==> config.mk <==
export PLATFORM = sky130hd
export DESIGN_NAME = sync_fifo_flex
export DESIGN_NICKNAME = d
export VERILOG_FILES = /design/src/rtl/fifo_pkg.sv /design/src/rtl/fifo_wrap_ctr.sv /design/src/rtl/sync_fifo_flex.sv
export SDC_FILE = /design/constraint.sdc
export NUM_CORES = 1
export LEC_CHECK = 0
export CELL_PAD_IN_SITES_DETAIL_PLACEMENT = 0
export CELL_PAD_IN_SITES_GLOBAL_PLACEMENT = 1
export CORE_MARGIN = 10
export CORE_UTILIZATION = 25
export DETAILED_ROUTE_END_ITERATION = 8
export PLACE_DENSITY_LB_ADDON = 0.1
export SETUP_SLACK_MARGIN = 0.4
export SLEW_MARGIN = 15
export SYNTH_ARGS = -nofsm -noshare
export SYNTH_HDL_FRONTEND = slang
export SYNTH_SLANG_ARGS = --single-unit
==> constraint.sdc <==
create_clock -name clk -period 2.1 [get_ports clk]
set_input_delay 0.63 -clock clk [delete_from_list [all_inputs] [get_ports clk]]
set_output_delay 0.63 -clock clk [all_outputs]
set_load 0.05 [all_outputs]
==> src/rtl/fifo_pkg.sv <==
// Shared constants and width helpers for the flexible single-clock FIFO.
// Latency: n/a (package only).
// Backpressure: n/a (package only).
package fifo_pkg;

    // Read-mode selection for sync_fifo_flex.FWFT
    localparam int FIFO_STD  = 0;
    localparam int FIFO_FWFT = 1;

    // Pointer width: enough bits to address entries 0..depth-1 (at least 1 bit).
    function automatic int ptr_w(input int depth);
        return (depth < 2) ? 1 : $clog2(depth);
    endfunction

    // Count width: enough bits to hold occupancy 0..depth inclusive.
    function automatic int cnt_w(input int depth);
        return $clog2(depth + 1);
    endfunction

endpackage

==> src/rtl/fifo_wrap_ctr.sv <==
// Modulo-MAX up-counter used as a FIFO read or write pointer.
// Latency: value updates on the clock edge following inc/clr.
// Backpressure: none; the caller only pulses inc for accepted accesses.
//
// Ports: clk, rst (async, active-high), clr (sync to 0, wins over inc),
//        inc (advance by one), value (current pointer, wraps MAX-1 -> 0).
module fifo_wrap_ctr
    import fifo_pkg::*;
#(
    parameter int MAX = 4,
    parameter int W   = ptr_w(MAX)
) (
    input  logic         clk,
    input  logic         rst,
    input  logic         clr,
    input  logic         inc,
    output logic [W-1:0] value
);

    logic [W-1:0] value_q;
    logic [W-1:0] value_d;

    // Wrap by explicit compare so non-power-of-2 depths never index past MAX-1.
    always_comb begin
        value_d = value_q;
        if (clr) begin
            value_d = '0;
        end else if (inc) begin
            if (value_q == W'(MAX - 1)) begin
                value_d = '0;
            end else begin
                value_d = value_q + W'(1);
            end
        end
    end

    always_ff @(posedge clk or posedge rst) begin
        if (rst) begin
            value_q <= '0;
        end else begin
            value_q <= value_d;
        end
    end

    assign value = value_q;

endmodule

==> src/rtl/sync_fifo_flex.sv <==
// Single-clock FIFO, any depth >= 2, with count, almost flags, STD/FWFT read and sticky errors.
// Latency: write -> readable 1 cycle; STD read data 1 cycle after rden, FWFT head is combinational.
// Backpressure: writes refused when full (unless a read is accepted same cycle), reads refused when empty.
//
// Ports: clk, rst (async, active-high), clr (sync flush), wren/wd (write),
//        rden (read / FWFT pop), rd/rd_valid (read data), full, empty,
//        almost_full, almost_empty, count (0..DEPTH), overflow/underflow (sticky).
module sync_fifo_flex
    import fifo_pkg::*;
#(
    parameter int DWIDTH    = 8,
    parameter int DEPTH     = 4,
    parameter int FWFT      = FIFO_STD,
    parameter int AF_THRESH = DEPTH - 1,
    parameter int AE_THRESH = 1,
    localparam int CW       = cnt_w(DEPTH),
    localparam int PW       = ptr_w(DEPTH)
) (
    input  logic              clk,
    input  logic              rst,
    input  logic              clr,
    input  logic              wren,
    input  logic [DWIDTH-1:0] wd,
    input  logic              rden,
    output logic [DWIDTH-1:0] rd,
    output logic              rd_valid,
    output logic              full,
    output logic              empty,
    output logic              almost_full,
    output logic              almost_empty,
    output logic [CW-1:0]     count,
    output logic              overflow,
    output logic              underflow
);

    logic [DWIDTH-1:0] mem_q [DEPTH];
    logic [PW-1:0]     wr_ptr;
    logic [PW-1:0]     rd_ptr;
    logic [CW-1:0]     count_q, count_d;
    logic              overflow_q, overflow_d;
    logic              underflow_q, underflow_d;
    logic              wr_acc;
    logic              rd_acc;
    logic [DWIDTH-1:0] head_dat;

    // Flags come straight from the registered count, so they carry no extra latency.
    assign full         = (count_q == CW'(DEPTH));
    assign empty        = (count_q == '0);
    assign almost_full  = (count_q >= CW'(AF_THRESH));
    assign almost_empty = (count_q <= CW'(AE_THRESH));
    assign count        = count_q;
    assign overflow     = overflow_q;
    assign underflow    = underflow_q;

    // Flush wins over any request in the same cycle. A read accepted alongside
    // a write frees the slot, so a full FIFO can still take the write.
    assign rd_acc = !clr && rden && !empty;
    assign wr_acc = !clr && wren && (!full || rd_acc);

    fifo_wrap_ctr #(.MAX(DEPTH), .W(PW)) u_wr_ptr (
        .clk   (clk),
        .rst   (rst),
        .clr   (clr),
        .inc   (wr_acc),
        .value (wr_ptr)
    );

    fifo_wrap_ctr #(.MAX(DEPTH), .W(PW)) u_rd_ptr (
        .clk   (clk),
        .rst   (rst),
        .clr   (clr),
        .inc   (rd_acc),
        .value (rd_ptr)
    );

    always_comb begin
        count_d     = count_q;
        overflow_d  = overflow_q;
        underflow_d = underflow_q;
        if (clr) begin
            count_d     = '0;
            overflow_d  = 1'b0;
            underflow_d = 1'b0;
        end else begin
            unique case ({wr_acc, rd_acc})
                2'b10:   count_d = count_q + CW'(1);
                2'b01:   count_d = count_q - CW'(1);
                default: count_d = count_q;
            endcase
            if (wren && !wr_acc) overflow_d  = 1'b1;
            if (rden && !rd_acc) underflow_d = 1'b1;
        end
    end

    always_ff @(posedge clk or posedge rst) begin
        if (rst) begin
            count_q     <= '0;
            overflow_q  <= 1'b0;
            underflow_q <= 1'b0;
        end else begin
            count_q     <= count_d;
            overflow_q  <= overflow_d;
            underflow_q <= underflow_d;
        end
    end

    // Storage is deliberately not reset; the count alone decides what is valid.
    always_ff @(posedge clk) begin
        if (wr_acc) begin
            mem_q[wr_ptr] <= wd;
        end
    end

    assign head_dat = mem_q[rd_ptr];

    if (FWFT == FIFO_FWFT) begin : g_fwft
        // Head is presented directly; masked to zero while empty so stale or
        // never-written storage does not leak onto rd.
        assign rd       = empty ? '0 : head_dat;
        assign rd_valid = !empty;
    end else begin : g_std
        logic [DWIDTH-1:0] rd_q, rd_d;
        logic              rd_valid_q, rd_valid_d;

        // rd holds its last value between reads; rd_valid is a single-cycle strobe.
        always_comb begin
            rd_d       = rd_q;
            rd_valid_d = 1'b0;
            if (rd_acc) begin
                rd_d       = head_dat;
                rd_valid_d = 1'b1;
            end
        end

        always_ff @(posedge clk or posedge rst) begin
            if (rst) begin
                rd_q       <= '0;
                rd_valid_q <= 1'b0;
            end else begin
                rd_q       <= rd_d;
                rd_valid_q <= rd_valid_d;
            end
        end

        assign rd       = rd_q;
        assign rd_valid = rd_valid_q;
    end

endmodule

* Yosys cells after proc, flatten, opt, wreduce, memory -nomap -nowiden
Memories as Yosys holds them, arrays and structs flattened. A register that Yosys moved wholly into a read port is not among the register bits. Index checks and enable logic that the tools add are counted.
Word-level totals: register bits 10, bits in writable memories 32, bits of input ports 13, output and inout bits 18, logic and storage cells 51, memories 1
Operators by class: add/sub/neg operators 4, $lt $le $gt $ge 2, eq/ne operators 5, multiplexer cells 15, reductions and logical operators 18
Memory list:
- mem_q | depth 4, bits a word 8, read ports 1, clocked after Yosys merged registers in 1, wr ports 1, line sync_fifo_flex.sv:36 | logic [DWIDTH-1:0] mem_q [DEPTH];
Operator list (count):
- $mux 2 | 6
- $reduce_bool 2->1 | 4
- $mux 1 | 7
- $eq 2x2->1 const B | 3
- $logic_and 1x1->1 | 6
- $pmux 3 s2 | 1
- $logic_not 1->1 | 5
- $add 2x1->2 const B | 2
- $add 3x1->3 const B | 1
- $eq 3x3->1 const B | 1
- $ge 3x2->1 const B | 1
- $le 3x1->1 const B | 1
- $logic_not 3->1 | 1
- $mux 3 | 1
- $reduce_bool 3->1 | 1
- $sub 3x1->3 const B | 1
- $eq 2x1->1 const B | 1
- $logic_or 1x1->1 | 1

* Logic depth before layout (Yosys ltp)
depth in word-level cells 9, mapped depth 7, mapped depth without buffers 7

* Cells and area by module
Synthesis repeated with hierarchy kept, for this count alone.
Unflattened totals: cell total of the unflattened synthesis 125, area, all modules 2115.8 um^2
By module, submodules not included:
- sync_fifo_flex | times used 1, cells each 107, area each 1915.6 um^2, seq. area each 1311.3 um^2
- fifo_wrap_ctr | times used 2, cells each 9, area each 100.1 um^2, seq. area each 50.0 um^2

* Least setup slack after synthesis
Ideal clock, no wire load.
path kind register to output, from register count_q[0], in the netlist count[0], to output port almost_full, arrival time 1980 ps, data required time 1470 ps, slack -510 ps, stages on the path, launching flop included 3, path buffers 0, cells stage by stage dfrtp_1 > inv_1 > o21ai_0
On the way: cells in the longest elaborated chain, start to end 1
Ends and longest elaborated chain:
- start: declaration | line sync_fifo_flex.sv:39 | logic [CW-1:0] count_q, count_d;
- start signal: assignment | line sync_fifo_flex.sv:101 | count_q <= count_d;
- $ge 3x2->1 | line sync_fifo_flex.sv:49 | assign almost_full = (count_q >= CW'(AF_THRESH));
- end: declaration | line sync_fifo_flex.sv:29 | output logic almost_full,
No other way between the ends.

* Worst setup path in the final report
Same ends and word-level chain as after synthesis.

==> impl_summary.log <==
INFO  metric status = completed
INFO  metric yosysSeqAreaShare = 0.6651
INFO  metric static-leakage-power = 1.126 nW
INFO  metric die-area = 12570 um^2
INFO  metric critical-path-max-stage-delay = 0.53 ns
INFO  metric cts.root.buffer_cell = sky130_fd_sc_hd__clkbuf_8
INFO  metric antenna_left = 0
INFO  metric finish.net_count = 207
INFO  metric fin_tns_setup = 0 ns
INFO  metric synth_area_leader_cell = sky130_fd_sc_hd__edfxtp_1
INFO  metric cp_data_arrival_time = 1.46 ns
INFO  metric final_slew_violations = 0
INFO  metric grt.overflow.total = 0
INFO  metric detailedPlace.worstSlack = -0.05752 ns
INFO  metric maxCapViolCount = 0
INFO  metric crit_chain = ha_4, ha_4, nor2_4, o21ai_4, buf_12
INFO  metric final_layout_size_suffix_gt1_frac = 0.4946
INFO  metric clkLatencyLatePin = 0.30 ns
INFO  metric cpMaxStageDelayCell = sky130_fd_sc_hd__dfrtp_4
INFO  metric synth_enable_flop_cells = 32
INFO  metric share_clk_of_total_power = 0.150
INFO  metric synthesis.area_per_instance = 16.20 um^2
INFO  metric clk_pin_slew_worst_paths = 0.09 ns
INFO  metric synth_cell_types = 26
INFO  metric power_report.internal_total = 2.344 mW
INFO  metric async_flop_share = 0.3600
INFO  metric critical-path-top-cell-by-count = sky130_fd_sc_hd__ha_4
INFO  metric layout.filler_cells = 804
INFO  metric fp.dieW = 112.1 um
INFO  metric skew = 0.008438 ns
INFO  metric synth_most_common_cell = sky130_fd_sc_hd__edfxtp_1
INFO  metric synth_flop_cell = sky130_fd_sc_hd__edfxtp_1
INFO  metric clock_period_minus_final_worst_setup_slack = 2.093 ns
INFO  metric port_buffers = 30
INFO  metric hpwl = 3.429 mm
INFO  metric synthesis.yosys.warnings = 0
INFO  metric timing.final.hold_violations = 0
INFO  metric cts-root-to-sink-buffers = 2
INFO  metric clock_tree_from_tritoncts = done
INFO  metric seq_power_share = 0.336
INFO  metric worst_ep_required_time = 1.47 ns
INFO  metric route.detailed.drc = 0
INFO  metric drt_wl_total = 4.558 mm
INFO  metric post-synth-top-area-fraction = 0.4528
INFO  metric final_core_util = 0.3603
INFO  metric netlist_top_cells_area = sky130_fd_sc_hd__edfxtp_1 (45%), sky130_fd_sc_hd__dfrtp_1 (21%), sky130_fd_sc_hd__mux4_2 (8.5%)
INFO  metric gp_congestion = 0.7193
INFO  metric fin_crit_sh = 0.9969
INFO  metric swShare = 0.4053
INFO  metric clkSinkCount = 50
INFO  metric combinationalPowerShare = 0.515
INFO  metric tightest_slew = 0.4861 ns
INFO  metric synthesis.instances = 131
INFO  metric setup.worst_path.class = reg -> out
INFO  metric drtIter0Drc = 33
INFO  metric cts_hold_buf = 0
INFO  metric ys_seq_elements = 50
INFO  metric grt_first_pass_wirelength = 7.562 mm
INFO  metric maxClockFrequency = 0.4777 GHz
INFO  metric std_cell_rows = 33
INFO  metric cts_buffers = 5
INFO  metric endpoint_kind = primary output
INFO  metric initial_utilization = 0.2570
INFO  metric vias = 1226
INFO  metric antenna_cells_inserted = 0
INFO  metric core_region_area = 8258 um^2
INFO  metric cp.buffers_inverters = 1
INFO  metric min_delay_worst_type = reg -> reg
INFO  metric drt-vias-per-instance = 4.213
INFO  metric worstSetupStartpointType = flop
INFO  metric first_global_vias = 1342
INFO  metric cts_max_level = 2
INFO  metric mappedNetlistArea = 2122 um^2
INFO  metric area.growth.synth_to_final = 40.21%
INFO  metric timing.critical_path.max_delay_family = flip-flops
INFO  metric setup_slack = 0.006584 ns
INFO  metric first_pass_iters = 4
INFO  metric grt_antenna_before_repair = 0
INFO  metric pin_count_of_the_biggest_net_entering_global_routing = 19
INFO  metric timing.hold.ws = 0.5142 ns
INFO  metric max_slew_margin = 0.6756
INFO  metric commonest_cells_in_the_synthesized_netlist = sky130_fd_sc_hd__edfxtp_1 (32), sky130_fd_sc_hd__dfrtp_1 (18), sky130_fd_sc_hd__nor2_1 (12)
INFO  metric switchingPower = 1.597 mW
INFO  metric wl_per_cell = 15.66 um
INFO  metric peakVddDrop = 0.3849 mV
INFO  metric io-pin-count = 31
INFO  metric critical_path.max_fanout = 5
INFO  metric overall_power_after_layout = 3.941 mW
INFO  metric power_density = 1324 nW/um^2
INFO  metric grt_usage = 0.07540
INFO  metric rsz0062_at_grt = yes
INFO  metric setup_violations = 0
INFO  metric syn_nets = 153
INFO  metric die-height = 112.1 um
## kinds of logic (layout without fill, tap and decap cells)
| logic type | count (synthesis) | count (layout) | synth area share |
|---|---|---|---|
| AOI/OAI and AO/OA | 11 | 11 | 0.04009 |
| xor gates and xnor gates | 5 | 5 | 0.02064 |
| adders and majority gates | 9 | 9 | 0.05307 |
| buffers and inverters | 12 | 67 | 0.02181 |
| DFF | 50 | 50 | 0.6651 |
| muxes | 18 | 18 | 0.1368 |
| and+or+nand+nor | 26 | 26 | 0.06250 |
## path summary, 6_finish.rpt
check                           slack [ns]  depth (start not counted)      from           endpoint
worst max-delay path                 0.007                          5  count[0]        almost_full
worst min-delay path                  0.51                          1     rd[6]              rd[6]
worst max register to register        0.38                          7  count[0]           count[2]
worst min register to register        0.51                          1     rd[6]              rd[6]
max in group asynchronous             0.93                          3       rst              rd[1]
min in group asynchronous             0.65                          2       rst  u_rd_ptr.value[1]
## final cells by class
type / count / area [um^2] / share of cell area
clock inverters: 3 / 28.78 / 0.009672
flip-flops and latches: 50 / 1420 / 0.4773
inverters: 9 / 47.55 / 0.01598
multi-input cells: 69 / 803.3 / 0.2700
well taps: 105 / 131.4 / 0.04415
repair buffers: 50 / 475.5 / 0.1598
clock buffers: 5 / 68.82 / 0.02313
## layout by cell type, fill, tap and decap left out, types with 3 or more instances in the layout
cell type / synthesis / routed
sky130_fd_sc_hd__clkbuf_8: 0 / 5
sky130_fd_sc_hd__ha_4: 0 / 3
sky130_fd_sc_hd__buf_4: 0 / 29
sky130_fd_sc_hd__buf_6: 0 / 4
sky130_fd_sc_hd__mux2_2: 8 / 8
sky130_fd_sc_hd__nor2_4: 0 / 4
sky130_fd_sc_hd__ha_1: 9 / 6
sky130_fd_sc_hd__edfxtp_1: 32 / 32
sky130_fd_sc_hd__and2_4: 0 / 4
sky130_fd_sc_hd__mux4_2: 8 / 8
sky130_fd_sc_hd__nor2_1: 12 / 9
sky130_fd_sc_hd__buf_12: 0 / 4
sky130_fd_sc_hd__dfrtp_1: 18 / 15
sky130_fd_sc_hd__a21oi_1: 5 / 3
sky130_fd_sc_hd__clkdlybuf4s50_1: 0 / 10
sky130_fd_sc_hd__inv_1: 8 / 5
## per-stage QoR
stage,cells,area [um^2]
floorplan,131,2235
global placement,277,2764
detailed placement,277,2764
CTS,290,2935
global route,291,2975
finish,291,2975
## layer usage
layer	wire length, um	vias to the layer above	part of all wire	global-route usage
met1	2131	624	0.47	0.09879
li1	-	582	-	-
met3	192	2	0.042	0.02556
met5	0	-	0	0
met2	2209	18	0.48	0.1159
met4	24	0	0.0053	0.02030
## repair_timing
item / CTS / global route
hold endpoints to repair: 0 / 0
setup buffers: 5 / 1
setup endpoints to repair: 48 / 20
pin swaps: 3 / 4
resized for setup: 16 / 6
## sequential cells by signal (all words and copies together) (netlist names)
name	flops
mem_q	32
rd	8
count	3
u_rd_ptr.value	2
u_wr_ptr.value	2
overflow	1
rd_valid	1
underflow	1
## power groups by stage
stage	logic, mW	registers, mW	clock network, mW
after detailed placement	1.86	1.36	0
after global placement	1.87	1.36	0
after CTS	1.97	1.33	0.606
after global routing	2.17	1.35	0.657
after floorplan	0.872	1.71	0
final	2.03	1.32	0.589
No activity file was read; power rests on OpenSTA's default activity.
